`config.mk`:
```
export PLATFORM = sky130hd
export DESIGN_NAME = imm_gen_pipe_flat
export DESIGN_NICKNAME = d
export VERILOG_FILES = /design/src/rtl/imm_gen_pipe_pkg.sv /design/src/rtl/imm_gen_pipe_if.sv /design/src/rtl/imm_gen_pipe_decode.sv /design/src/rtl/imm_gen_pipe.sv /design/src/flat_wrapper.sv
export SDC_FILE = /design/constraint.sdc
export NUM_CORES = 1
export LEC_CHECK = 0
export CORE_MARGIN = 2
export CORE_UTILIZATION = 30
export CTS_BUF_LIST = sky130_fd_sc_hd__clkbuf_4 sky130_fd_sc_hd__clkbuf_8 sky130_fd_sc_hd__clkbuf_16
export DETAILED_ROUTE_END_ITERATION = 8
export PLACE_DENSITY = 0.63
export SETUP_SLACK_MARGIN = 0.05
export SYNTH_ARGS = -nofsm -noshare
export SYNTH_HDL_FRONTEND = slang
export SYNTH_SLANG_ARGS = --single-unit
```
`constraint.sdc`:
```
create_clock -name clk -period 6.1 [get_ports clk]
set_clock_uncertainty 0.05 [all_clocks]
set_input_delay 1.22 -clock clk [delete_from_list [all_inputs] [get_ports clk]]
set_output_delay 1.22 -clock clk [all_outputs]
set_load 0.005 [all_outputs]
```
`src/rtl/imm_gen_pipe_pkg.sv`:
```
// Shared constants for the immediate generator: format select codes and
// output-stage occupancy encoding.
package imm_pkg;

    localparam int IMM_SRC_W = 3;

    localparam logic [IMM_SRC_W-1:0] IMM_I = 3'b000;
    localparam logic [IMM_SRC_W-1:0] IMM_S = 3'b001;
    localparam logic [IMM_SRC_W-1:0] IMM_B = 3'b010;
    localparam logic [IMM_SRC_W-1:0] IMM_U = 3'b011;
    localparam logic [IMM_SRC_W-1:0] IMM_J = 3'b100;
    localparam logic [IMM_SRC_W-1:0] IMM_Z = 3'b101;

    // Occupancy of the output register + skid register pair.
    typedef logic [1:0] occ_t;
    localparam occ_t OCC_EMPTY = 2'd0;
    localparam occ_t OCC_ONE   = 2'd1;
    localparam occ_t OCC_TWO   = 2'd2;

endpackage

```
`src/rtl/imm_gen_pipe_if.sv`:
```
// Handshake bundle between decode (upstream), the immediate generator and
// execute (downstream). slave = the generator's view, master = environment.
interface imm_gen_pipe_if #(
    parameter int XLEN  = 32,
    parameter int TAG_W = 32,
    parameter int CNT_W = 8
) ();
    import imm_pkg::*;

    logic                 in_valid;
    logic                 in_ready;
    logic [31:0]          in_ins;
    logic [IMM_SRC_W-1:0] in_imm_src;
    logic [TAG_W-1:0]     in_tag;
    logic                 out_valid;
    logic                 out_ready;
    logic [XLEN-1:0]      out_imm;
    logic [TAG_W-1:0]     out_tag;
    logic                 out_fmt_err;
    logic [CNT_W-1:0]     err_count;

    modport slave (
        input  in_valid, in_ins, in_imm_src, in_tag, out_ready,
        output in_ready, out_valid, out_imm, out_tag, out_fmt_err, err_count
    );

    modport master (
        output in_valid, in_ins, in_imm_src, in_tag, out_ready,
        input  in_ready, out_valid, out_imm, out_tag, out_fmt_err, err_count
    );

endinterface

```
`src/rtl/imm_gen_pipe_decode.sv`:
```
// Combinational immediate decoder: {ins, imm_src} -> {imm, fmt_err}.
// Optional feature macro: IMM_GEN_CSR_ZIMM_EN enables code 101 as the
// zero-extended CSR*I uimm (Ins[19:15]); otherwise 101 is unsupported.
module imm_decode
    import imm_pkg::*;
#(
    parameter int XLEN = 32
) (
    input  logic [31:0]          ins,
    input  logic [IMM_SRC_W-1:0] imm_src,
    output logic [XLEN-1:0]      imm,
    output logic                 fmt_err
);

    logic [31:0] imm32;
    logic        zext;
    logic        unused_opcode;

    // Opcode bits never feed any immediate field.
    assign unused_opcode = ^ins[6:0];

    // Assemble the 32-bit immediate; widening to XLEN happens afterwards.
    always_comb begin
        imm32   = {{20{ins[31]}}, ins[31:20]};
        fmt_err = 1'b0;
        zext    = 1'b0;
        case (imm_src)
            IMM_I: imm32 = {{20{ins[31]}}, ins[31:20]};
            IMM_S: imm32 = {{20{ins[31]}}, ins[31:25], ins[11:7]};
            IMM_B: imm32 = {{19{ins[31]}}, ins[31], ins[7], ins[30:25], ins[11:8], 1'b0};
            IMM_U: imm32 = {ins[31:12], 12'b0};
            IMM_J: imm32 = {{11{ins[31]}}, ins[31], ins[19:12], ins[20], ins[30:21], 1'b0};
`ifdef IMM_GEN_CSR_ZIMM_EN
            IMM_Z: begin
                imm32 = {27'b0, ins[19:15]};
                zext  = 1'b1;
            end
`endif
            default: begin
                imm32   = {{20{ins[31]}}, ins[31:20]};
                fmt_err = 1'b1;
            end
        endcase
    end

    // Widen to XLEN: Z-type is zero-extended, everything else sign-extended.
    always_comb begin
        if (zext) imm = XLEN'(imm32);
        else      imm = XLEN'($signed(imm32));
    end

endmodule

```
`src/rtl/imm_gen_pipe.sv`:
```
// Pipelined immediate generator with a 2-entry (output + skid) buffer.
// Optional feature macro: IMM_GEN_CSR_ZIMM_EN (see imm_decode).
// in_ready is registered so there is no combinational path from out_ready.
module imm_gen_pipe
    import imm_pkg::*;
#(
    parameter int XLEN  = 32,
    parameter int TAG_W = 32,
    parameter int CNT_W = 8
) (
    input  logic          clk,
    input  logic          rst,
    imm_gen_pipe_if.slave bus
);

    localparam logic [CNT_W-1:0] CNT_MAX = '1;

    logic [XLEN-1:0]  dec_imm;
    logic             dec_err;

    occ_t             state_q, state_d;
    logic             in_ready_q;
    logic [XLEN-1:0]  out_imm_q;
    logic [TAG_W-1:0] out_tag_q;
    logic             out_err_q;
    logic [XLEN-1:0]  skid_imm_q;
    logic [TAG_W-1:0] skid_tag_q;
    logic             skid_err_q;
    logic [CNT_W-1:0] err_cnt_q, err_cnt_d;

    logic             acc, drain;
    logic             load_out_new, load_out_skid, load_skid;

    imm_decode #(.XLEN(XLEN)) u_dec (
        .ins     (bus.in_ins),
        .imm_src (bus.in_imm_src),
        .imm     (dec_imm),
        .fmt_err (dec_err)
    );

    assign acc   = bus.in_valid & in_ready_q;
    assign drain = (state_q != OCC_EMPTY) & bus.out_ready;

    // Occupancy transitions and which register loads from where.
    always_comb begin
        state_d       = state_q;
        load_out_new  = 1'b0;
        load_out_skid = 1'b0;
        load_skid     = 1'b0;
        case (state_q)
            OCC_EMPTY: begin
                if (acc) begin
                    state_d      = OCC_ONE;
                    load_out_new = 1'b1;
                end
            end
            OCC_ONE: begin
                if (acc && !drain) begin
                    state_d   = OCC_TWO;
                    load_skid = 1'b1;
                end else if (drain && !acc) begin
                    state_d = OCC_EMPTY;
                end else if (acc && drain) begin
                    load_out_new = 1'b1;
                end
            end
            OCC_TWO: begin
                if (drain) begin
                    state_d       = OCC_ONE;
                    load_out_skid = 1'b1;
                end
            end
            default: state_d = OCC_EMPTY;
        endcase
    end

    // Saturating count of accepted words flagged with a format error.
    always_comb begin
        err_cnt_d = err_cnt_q;
        if (acc && dec_err && (err_cnt_q != CNT_MAX)) err_cnt_d = err_cnt_q + 1'b1;
    end

    // Occupancy state and the registered ready derived from next occupancy.
    always_ff @(posedge clk or posedge rst) begin
        if (rst) begin
            state_q    <= OCC_EMPTY;
            in_ready_q <= 1'b1;
        end else begin
            state_q    <= state_d;
            in_ready_q <= (state_d != OCC_TWO);
        end
    end

    // Output register: loads a fresh word directly or promotes the skid entry.
    always_ff @(posedge clk or posedge rst) begin
        if (rst) begin
            out_imm_q <= '0;
            out_tag_q <= '0;
            out_err_q <= 1'b0;
        end else if (load_out_new) begin
            out_imm_q <= dec_imm;
            out_tag_q <= bus.in_tag;
            out_err_q <= dec_err;
        end else if (load_out_skid) begin
            out_imm_q <= skid_imm_q;
            out_tag_q <= skid_tag_q;
            out_err_q <= skid_err_q;
        end
    end

    // Skid register: holds the younger word while the output is stalled.
    always_ff @(posedge clk or posedge rst) begin
        if (rst) begin
            skid_imm_q <= '0;
            skid_tag_q <= '0;
            skid_err_q <= 1'b0;
        end else if (load_skid) begin
            skid_imm_q <= dec_imm;
            skid_tag_q <= bus.in_tag;
            skid_err_q <= dec_err;
        end
    end

    // Error counter.
    always_ff @(posedge clk or posedge rst) begin
        if (rst) err_cnt_q <= '0;
        else     err_cnt_q <= err_cnt_d;
    end

    assign bus.in_ready    = in_ready_q;
    assign bus.out_valid   = (state_q != OCC_EMPTY);
    assign bus.out_imm     = out_imm_q;
    assign bus.out_tag     = out_tag_q;
    assign bus.out_fmt_err = out_err_q;
    assign bus.err_count   = err_cnt_q;

endmodule
```
`src/flat_wrapper.sv`:
```
// flat-port wrapper written by rule: the top's interface ports become plain ports
module imm_gen_pipe_flat import imm_pkg::*;
#(
    parameter int XLEN  = 32,
    parameter int TAG_W = 32,
    parameter int CNT_W = 8
)
  (clk, rst, bus_in_valid, bus_in_ins, bus_in_imm_src, bus_in_tag, bus_out_ready, bus_in_ready, bus_out_valid, bus_out_imm, bus_out_tag, bus_out_fmt_err, bus_err_count);
  imm_gen_pipe_if #(.XLEN(XLEN), .TAG_W(TAG_W), .CNT_W(CNT_W)) bus_i ();
  input  logic clk;
  input  logic rst;
  input wire logic [$bits(bus_i.in_valid)-1:0] bus_in_valid;
  input wire logic [$bits(bus_i.in_ins)-1:0] bus_in_ins;
  input wire logic [$bits(bus_i.in_imm_src)-1:0] bus_in_imm_src;
  input wire logic [$bits(bus_i.in_tag)-1:0] bus_in_tag;
  input wire logic [$bits(bus_i.out_ready)-1:0] bus_out_ready;
  output wire logic [$bits(bus_i.in_ready)-1:0] bus_in_ready;
  output wire logic [$bits(bus_i.out_valid)-1:0] bus_out_valid;
  output wire logic [$bits(bus_i.out_imm)-1:0] bus_out_imm;
  output wire logic [$bits(bus_i.out_tag)-1:0] bus_out_tag;
  output wire logic [$bits(bus_i.out_fmt_err)-1:0] bus_out_fmt_err;
  output wire logic [$bits(bus_i.err_count)-1:0] bus_err_count;
  assign bus_i.in_valid = bus_in_valid;
  assign bus_i.in_ins = bus_in_ins;
  assign bus_i.in_imm_src = bus_in_imm_src;
  assign bus_i.in_tag = bus_in_tag;
  assign bus_i.out_ready = bus_out_ready;
  assign bus_in_ready = bus_i.in_ready;
  assign bus_out_valid = bus_i.out_valid;
  assign bus_out_imm = bus_i.out_imm;
  assign bus_out_tag = bus_i.out_tag;
  assign bus_out_fmt_err = bus_i.out_fmt_err;
  assign bus_err_count = bus_i.err_count;
  imm_gen_pipe #(.XLEN(XLEN), .TAG_W(TAG_W), .CNT_W(CNT_W)) u_core (.clk(clk), .rst(rst), .bus(bus_i));
endmodule
```
==> run_results.csv, run 1 <==
group,metric,value,unit
timing,fmax,0.297,GHz
clocking,cts_buffer_depth,2,
yosys,synth_top_area_cell,"dfrtp_1",
timing,finalSetupViolCount,0,
yosys,yosysWarningCount,0,
route,wl_per_cell,15.2,um
yosys,yosysTopAreaCellShare,56.1,%
yosys,synth_seq_area_share,56.5,%
power_and_ir_drop,clock_power_share,28.0,%
grt,grt_max_degree,106,
yosys,synth_cell_type_count,47,
clocking,insertion_delay,420,ps
clocking,clkTransAtPathRegs,50,ps
clocking,cts_root_buf,"clkbuf_16",
yosys,yosysMostFrequentCell,"nand2_1",
floorplan,rows,52,
floorplan,dieWidth,148,um
grt,grt_busiest_layer,"met2",
clocking,cts-buffers-inserted,17,
grt,grt_usage,15.4,%
worst_hold_path,holdCritPathClass,"reg -> reg",
grt,antenna_found_initial,0,
floorplan,dieArea,0.0220,mm^2
power_and_ir_drop,switching_share,30.2,%
grt,grt_pass1_vias,4834,
yosys,postSynthCellCount,676,
critical_path,worst_ep_required_time,6370,ps
timing,hold_viol,0,
grt,use_met1,22.0,%
route,via_per_inst,4.75,
route,drt_iter0_drc,280,
clocking,ctsHoldBuffers,0,
floorplan,die-height,148,um
yosys,synth-edff-count,0,
grt,grt_pass1_wl,26400,um
timing,setup_tns,0,ps
timing,period_share,55.2,%
power_and_ir_drop,power.density,481,mW/mm^2
yosys,ys_seq_elements,141,
power_and_ir_drop,leakagePower,3.72,nW
worst_hold_path,whs_path_depth,2,
finish,syn2layout_area_growth,35.0,%
yosys,synth_area,0.00625,mm^2
yosys,synth.area.top_cells,"dfrtp_1, nand2_1, o21ai_1, nand3_1, a22oi_1",
run,cap_viol_max_count,0,
yosys,ys.flop_type,"dfrtp_1",
route,antenna_left,0,
clocking,cts_setup_buffers,0,
critical_path,crit_type,"in -> reg",
timing,hold_ws,423,ps
yosys,synth.avg_cell_area,9.24,um^2
clocking,cts_resized,0,
timing,rsz0062_at_grt,"false",
floorplan,pin_count,146,
place,port_buffers,138,
route,drt_pre_antenna_iters,5,
timing,worst_pin_slew,1140,ps
timing,setup_ws,2730,ps
finish,drive_above_1_share,5.95,%
route,via_count,5111,
yosys,syn-num-nets,748,
floorplan,start_util,30.7,%
place,dp_slack,2320,ps
power_and_ir_drop,finalPower,4.06,mW
route,drt-total-wl,16400,um
yosys,synthTopCellsByCount,"nand2_1, dfrtp_1, o21ai_1",
route,drcViolationCount,0,
timing,layout_min_cycle_time,3370,ps
critical_path,cp-start-kind,"input pin",
finish,num_antenna_cells,0,
clocking,cts_tree,"done",
floorplan,core-area,0.0204,mm^2
power_and_ir_drop,p_seq_share,40.5,%
place,dp_hpwl,10500,um
grt,use_met2,22.7,%
timing,drv_slew,0,
grt,use_met3,4.14,%
power_and_ir_drop,p_int,2.83,mW
critical_path,worst-path-max-fanout,35,
place,gp_congestion,0.735,
power_and_ir_drop,ir_drop,0.213,mV
clocking,clock_sinks,141,
clocking,htree_num_levels,4,
power_and_ir_drop,p_switching,1.23,mW
timing,slew_headroom,23.8,%
power_and_ir_drop,power_frac_comb,31.5,%
critical_path,cp.arrival,3640,ps
critical_path,rr_worst_depth,5,
critical_path,endpoint_kind,"flip-flop",
outcome,status,"complete, no violations",
yosys,async_flop_share,100,%
grt,grt_overflow,0,
finish,finish.net_count,866,
cells in the final DEF, fill, tap and decap left out, types with 2 or more instances in the layout:
| cell type | netlist | routed |
|---|---|---|
| nor2b_1 | 8 | 8 |
| a21oi_1 | 13 | 13 |
| nand2_1 | 251 | 250 |
| clkbuf_8 | 0 | 4 |
| clkinvlp_4 | 0 | 5 |
| o31a_1 | 7 | 7 |
| nor2_1 | 12 | 12 |
| xnor2_1 | 2 | 2 |
| o21ai_1 | 49 | 49 |
| clkbuf_16 | 0 | 17 |
| o21ai_0 | 18 | 18 |
| clkbuf_4 | 0 | 2 |
| a22oi_1 | 19 | 19 |
| mux2_1 | 3 | 3 |
| a211oi_1 | 10 | 10 |
| a221o_1 | 6 | 6 |
| nand3_1 | 36 | 36 |
| clkdlybuf4s50_1 | 0 | 138 |
| nand2b_1 | 8 | 8 |
| o31ai_2 | 2 | 2 |
| dfrtp_1 | 140 | 140 |
| mux2i_1 | 13 | 13 |
| nor3b_1 | 5 | 5 |
| bufinv_16 | 0 | 4 |
| nor3_4 | 0 | 2 |
| inv_1 | 4 | 3 |
| buf_4 | 5 | 5 |
area by class of cell:
type	count	area [um^2]
fillers	2020	11900
repair buffers	143	1420
clock inverters	9	158
flip-flops and latches	141	3530
multi-input cells	487	2480
clock buffers	23	495
inverters	4	20.0
well taps	270	338
cells by family (layout without fill, tap and decap cells):
group	after synthesis	count (layout)	share of synthesized area, %
AOI/OAI and AO/OA	134	134	13.5
xor gates and xnor gates	2	2	0.280
adders and majority gates	1	1	0.200
buffers and inverters	48	179	4.31
DFF	141	141	56.5
muxes	16	16	2.62
and+or+nand+nor	334	334	22.6
routing by layer:
layer	routed length [um]	vias to the layer above
li1	-	2520
met1	7860	2417
met2	7360	157
met3	982	17
met4	192	0
met5	0	-
power groups by stage:
stage,Sequential (mW),Combinational (mW),Clock (mW)
2_1_floorplan,1.63,0.610,0
3_3_place_gp,1.64,1.29,0
3_5_place_dp,1.66,1.31,0
4_1_cts,1.65,1.31,1.16
5_1_grt,1.71,1.43,1.20
6_report,1.64,1.28,1.14
sequential cells by signal, summed over array words and instances, names as in the netlist:
register and flops:
u_core.bus.out_imm 32, u_core.bus.out_tag 32, u_core.skid_imm_q 32, u_core.skid_tag_q 32, u_core.bus.err_count 8, u_core.state_q 2, u_core.bus.in_ready 1, u_core.bus.out_fmt_err 1
u_core.skid_err_q 1
path summary, 6_finish.rpt:
path                            slack (ps)                endpoint                   from
worst max register to register        3500  u_core.bus.out_imm[28]      u_core.state_q[1]
worst min-delay path                   420   u_core.skid_tag_q[16]  u_core.skid_tag_q[16]
max in group asynchronous             3610   u_core.skid_tag_q[10]                    rst
worst min register to register         420   u_core.skid_tag_q[16]  u_core.skid_tag_q[16]
worst max-delay path                  2730  u_core.bus.out_imm[28]          bus_out_ready
min in group asynchronous             1330  u_core.bus.out_tag[29]                    rst
stage by stage:
step	std cells	area, um^2	util (%)
floorplan	676	6250	-
CTS	1077	8440	41.4
global route	1077	8440	41.4
detailed placement	1045	7780	38.2
global placement	1045	7780	38.2
finish	1077	8440	41.4
critical path, cell delays in order:
cell,delay (ps)
clkdlybuf4s50_1,510
and3b_2,350
a21oi_4,880
buf_4,440
a22oi_1,100
o21ai_1,110
(Power assumes the default switching activity.)
==> inputs of run 2 (changes only) <==
PLACE_DENSITY = 0.65   (was 0.63)
clock period = 2.8 ns   (was 6.1 ns; I/O delays follow)
==> run 2 against run 1 <==
  * Count of clock-buffer cells in the layout decreased by 2
  * Critical path type is now reg -> out
  * Critical endpoint is now bus_out_valid
  * Core utilization grew 1.1 points
  * Largest power group unchanged
  * Via count increased by 1.4%
==> run_results.csv, run 2 (same netlist as run 1, synthesis figures left out) <==
group,metric,value,unit
critical_path,worst-path-max-fanout,9,
finish,layout_commonest_cell,"nand2_1",
route,via_count,5182,
route,antenna_left,0,
timing,worst_pin_slew,465,ps
critical_path,rr_worst_depth,4,
finish,num_antenna_cells,0,
critical_path,cp-startpoint,"u_core.state_q[1]",
critical_path,worst_ep_required_time,2190,ps
timing,period_share,83.0,%
power_and_ir_drop,leakagePower,3.85,nW
outcome,status,"complete, no violations",
finish,drive_above_1_share,7.89,%
floorplan,pin_count,146,
timing,layout_min_cycle_time,2330,ps
clocking,clkTransAtPathRegs,60,ps
critical_path,r2r-start,"u_core.bus.in_ready",
power_and_ir_drop,clock_power_share,28.3,%
critical_path,cp-start-kind,"flip-flop",
timing,drv_slew,0,
clocking,cts_buffer_depth,2,
power_and_ir_drop,p_switching,2.69,mW
worst_hold_path,holdCritPathClass,"in -> async",
floorplan,start_util,30.7,%
power_and_ir_drop,power.density,1040,mW/mm^2
route,drt_iter0_drc,364,
finish,fill_cells,1964,
grt,grt_max_degree,81,
grt,antenna_found_initial,0,
timing,rsz0062_at_grt,"false",
place,dp_hpwl,10900,um
power_and_ir_drop,power_frac_comb,32.0,%
route,wl_per_cell,15.3,um
place,port_buffers,138,
power_and_ir_drop,ir_drop,0.425,mV
clocking,insertion_delay,410,ps
finish,post-route-util,42.5,%
critical_path,crit_type,"reg -> out",
finish,syn2layout_area_growth,38.6,%
critical_path,r2r_end,"u_core.bus.out_imm[0]",
timing,slew_headroom,68.8,%
floorplan,core-area,0.0204,mm^2
route,drt_pre_antenna_iters,5,
finish,finish.net_count,884,
floorplan,rows,52,
critical_path,regToRegSetupSlack,980,ps
floorplan,die-height,148,um
timing,setup_tns,0,ps
clocking,htree_num_levels,4,
timing,hold_viol,0,
clocking,cts_setup_buffers,0,
clocking,ctsHoldBuffers,0,
place,gp_congestion,0.762,
power_and_ir_drop,switching_share,29.9,%
critical_path,endpoint_kind,"output pin",
clocking,cts_tree,"done",
clocking,cts-buffers-inserted,17,
grt,grt_pass1_wl,27100,um
timing,fmax,0.430,GHz
timing,finalSetupViolCount,0,
timing,hold_ws,395,ps
power_and_ir_drop,p_int,6.29,mW
clocking,cts_root_buf,"clkbuf_16",
route,via_per_inst,4.74,
power_and_ir_drop,p_seq_share,39.7,%
clocking,clock_sinks,141,
route,drcViolationCount,0,
floorplan,dieArea,0.0220,mm^2
critical_path,cp.arrival,1720,ps
grt,grt_usage,15.6,%
run,cap_viol_max_count,0,
floorplan,dieWidth,148,um
route,drt-total-wl,16700,um
finish,final_cell_mix,"nand2_1, dfrtp_1, clkdlybuf4s50_1",
clocking,cts_resized,0,
grt,grt_overflow,0,
grt,grt_pass1_vias,5038,
-- run 2: critical path, stage by stage (launching register included) --
cell,delay [ps]
dfrtp_1,500
or2_2,350
clkdlybuf4s50_1,450
-- run 2: metrics by stage --
stage               instances  instance area [um^2]  setup WS (ps)  total power [mW]
CTS                      1094                  8660            458              9.11
global route             1094                  8660            422              9.61
global placement         1063                  7990            269              6.45
detailed placement       1063                  7990            280              6.52
floorplan                 676                  6250            428              4.88
finish                   1094                  8660            475              8.98
-- run 2: worst max-delay path by stage --
stage	end	slack [ps]	cells past startpoint
global route	bus_out_valid	420	2
floorplan	u_core.bus.err_count[0]	430	1
finish	bus_out_valid	470	2
detailed placement	u_core.bus.err_count[5]	280	5
global placement	u_core.bus.err_count[5]	270	5
CTS	bus_out_valid	460	2
-- run 2: layout make-up --
| cell class | instances | area (um^2) | area share, % |
|---|---|---|---|
| Clock inverter | 10 | 184 | 2.12 |
| Tap cell | 270 | 338 | 3.90 |
| Timing Repair Buffer | 161 | 1630 | 18.8 |
| Clock buffer | 21 | 480 | 5.55 |
| Sequential cell | 141 | 3530 | 40.8 |
| Inverter | 4 | 18.8 | 0.217 |
| Multi-Input combinational cell | 487 | 2480 | 28.6 |
-- run 2: metal layers --
metal | up-vias | routed length [um] | global-route usage (%)
met2 | 157 | 7670 | 24.0
li1 | 2559 | - | -
met3 | 17 | 972 | 3.47
met4 | 0 | 162 | 4.67
met1 | 2449 | 7940 | 22.0
met5 | - | 0 | 0
-- run 2: power by group through the flow --
stage          Clock, mW  Sequential, mW  Combinational (mW)
2_1_floorplan          0            3.55                1.33
3_3_place_gp           0            3.57                2.88
3_5_place_dp           0            3.60                2.92
4_1_cts             2.60            3.57                2.94
5_1_grt             2.70            3.70                3.21
6_report            2.54            3.57                2.88
==> inputs of run 3 (changes only) <==
clock period = 2 ns   (was 2.8 ns; I/O delays follow)
==> run 3 against run 2 <==
  * Critical path depth fell by 1
  * Non-clock buffer count rose by 31
  * Largest cell class unchanged
  * Global-route usage rose by 0.70 points
  * Die area did not move
  * Hold slack got worse by 150 ps
  * Clock power rose by 35%
==> run_results.csv, run 3 (same netlist as run 1, synthesis figures left out) <==
group,metric,value,unit
finish,finish.net_count,915,
clocking,htree_num_levels,4,
critical_path,crit_slowest_cell,"clkdlybuf4s50_1",
power_and_ir_drop,leakagePower,4.02,nW
timing,slew_headroom,74.6,%
finish,final_cell_mix,"nand2_1, dfrtp_1, clkdlybuf4s50_1",
place,postPlaceCellArea,0.00832,mm^2
route,drt_pre_antenna_iters,5,
route,antenna_left,0,
critical_path,r2r_end,"u_core.bus.out_imm[7]",
place,dp_slack,-204,ps
floorplan,dieWidth,148,um
grt,use_met3,4.20,%
timing,setup_tns,0,ps
place,gp_congestion,0.766,
finish,syn2layout_area_growth,43.8,%
critical_path,slowest_delay,540,ps
critical_path,regToRegSetupSlack,200,ps
grt,grt_max_degree,54,
power_and_ir_drop,power.density,1420,mW/mm^2
critical_path,cp-startpoint,"u_core.bus.err_count[7]",
route,drt_iter0_drc,302,
route,via_per_inst,4.77,
finish,final_cell_area,0.00898,mm^2
finish,fill_cells,1951,
timing,period_share,93.4,%
floorplan,start_util,30.7,%
timing,worst_pin_slew,377,ps
critical_path,crit_path_end,"bus_err_count[7]",
critical_path,worst-path-max-fanout,7,
timing,rsz0062_at_grt,"false",
clocking,ctsHoldBuffers,0,
critical_path,r2r-start,"u_core.bus.in_ready",
floorplan,pin_count,146,
critical_path,crit_family,"buffers and inverters",
timing,setup_ws,132,ps
route,drt-total-wl,17100,um
grt,grt_usage,16.3,%
timing,hold_viol,0,
clocking,cts_root_buf,"clkbuf_16",
clocking,cts_buffer_depth,2,
route,via_count,5370,
critical_path,worst_ep_required_time,1550,ps
finish,instances_no_fill,1126,
clocking,clock_sinks,141,
grt,grt_overflow,0,
critical_path,path_buf_inv,1,
clocking,insertion_delay,420,ps
route,wl_per_cell,15.2,um
floorplan,dieArea,0.0220,mm^2
finish,drive_above_1_share,11.4,%
grt,use_met1,22.7,%
worst_hold_path,holdCritPathClass,"in -> async",
grt,grt_pass1_wl,28400,um
route,drcViolationCount,0,
floorplan,die-height,148,um
critical_path,rr_worst_depth,5,
grt,use_met2,25.7,%
grt,grt_pass1_vias,5264,
place,dp_hpwl,11900,um
floorplan,rows,52,
critical_path,cp-start-kind,"flip-flop",
timing,finalSetupViolCount,0,
clocking,cts-buffers-inserted,17,
floorplan,core-area,0.0204,mm^2
outcome,status,"complete, no violations",
critical_path,endpoint_kind,"output pin",
critical_path,crit_type,"reg -> out",
run,cap_viol_max_count,0,
place,port_buffers,138,
timing,layout_min_cycle_time,1870,ps
power_and_ir_drop,ir_drop,0.867,mV
grt,antenna_found_initial,0,
finish,num_antenna_cells,0,
place,dp_cells,1091,
timing,fmax,0.535,GHz
critical_path,cp.arrival,1420,ps
timing,drv_slew,0,
critical_path,path_cells,"clkdlybuf4s50_1",
finish,layout_commonest_cell,"nand2_1",
grt,grt_busiest_layer,"met2",
clocking,cts_tree,"done",
clocking,clkTransAtPathRegs,60,ps
critical_path,crit_cells,1,
-- run 3: cell types whose count changed in the layout (fill, tap and decap cells not counted) --
| cell | change |
|---|---|
| buf_12 | +9 |
| inv_6 | +1 |
| buf_4 | +22 |
| clkbuf_8 | -2 |
| dfrtp_2 | +1 |
| clkinv_4 | +2 |
| bufinv_16 | -1 |
| clkdlybuf4s50_1 | -2 |
| dlymetal6s2s_1 | +1 |
| dfrtp_1 | -1 |
| clkinvlp_4 | +1 |
| dlygate4sd2_1 | +1 |
-- run 3: repair_timing --
action                     4_1_cts  5_1_grt
gates cloned                     0        0
setup endpoints to repair        2        1
pin swaps                        0        0
setup buffers                    3        0
resized for setup                2        1
-- run 3: how the worst min path moves through the flow --
| stage | startpoint | end | depth (start not counted) |
|---|---|---|---|
| 6_report | rst | u_core.skid_tag_q[30] | 2 |
| 5_1_grt | rst | u_core.skid_tag_q[30] | 2 |
| 4_1_cts | rst | u_core.skid_tag_q[30] | 2 |
| 3_5_place_dp | u_core.skid_tag_q[12] | u_core.skid_tag_q[12] | 2 |
| 3_3_place_gp | u_core.skid_imm_q[0] | u_core.skid_imm_q[0] | 2 |
| 2_1_floorplan | u_core.skid_tag_q[0] | u_core.skid_tag_q[0] | 2 |
-- run 3: layout make-up --
cell class	instances	area, um^2	area share [%]
Clock buffer	19	453	5.04
Clock inverter	13	188	2.09
Inverter	4	18.8	0.209
Multi-Input combinational cell	487	2480	27.6
Sequential cell	141	3530	39.3
Tap cell	270	338	3.76
Timing Repair Buffer	192	1980	22.0
-- run 3: through the flow --
step / utilization, % / total power, mW / hold slack (ps)
after detailed placement: 40.8 / 9.41 / 412
final: 44.1 / 12.7 / 245
after CTS: 44.1 / 12.9 / 230
after global placement: 40.8 / 9.29 / 408
after global routing: 44.1 / 13.6 / 248
after floorplan: - / 6.83 / 396
-- run 3: routing by layer --
metal  wire length (um)  share of wire (%)
met1               7940                 46
met2               8050                 47
met3               1020                5.9
met4                 72               0.42
met5                  0                  0
-- run 3: where the power goes --
part / total, mW / leakage (nW) / internal (mW) / switching [mW]
combinational: 4.33 / 1.97 / 2.46 / 1.86
sequential: 4.99 / 1.74 / 4.22 / 0.773
clock: 3.43 / 0.306 / 2.16 / 1.26
total: 12.7 / 4.02 / 8.85 / 3.90
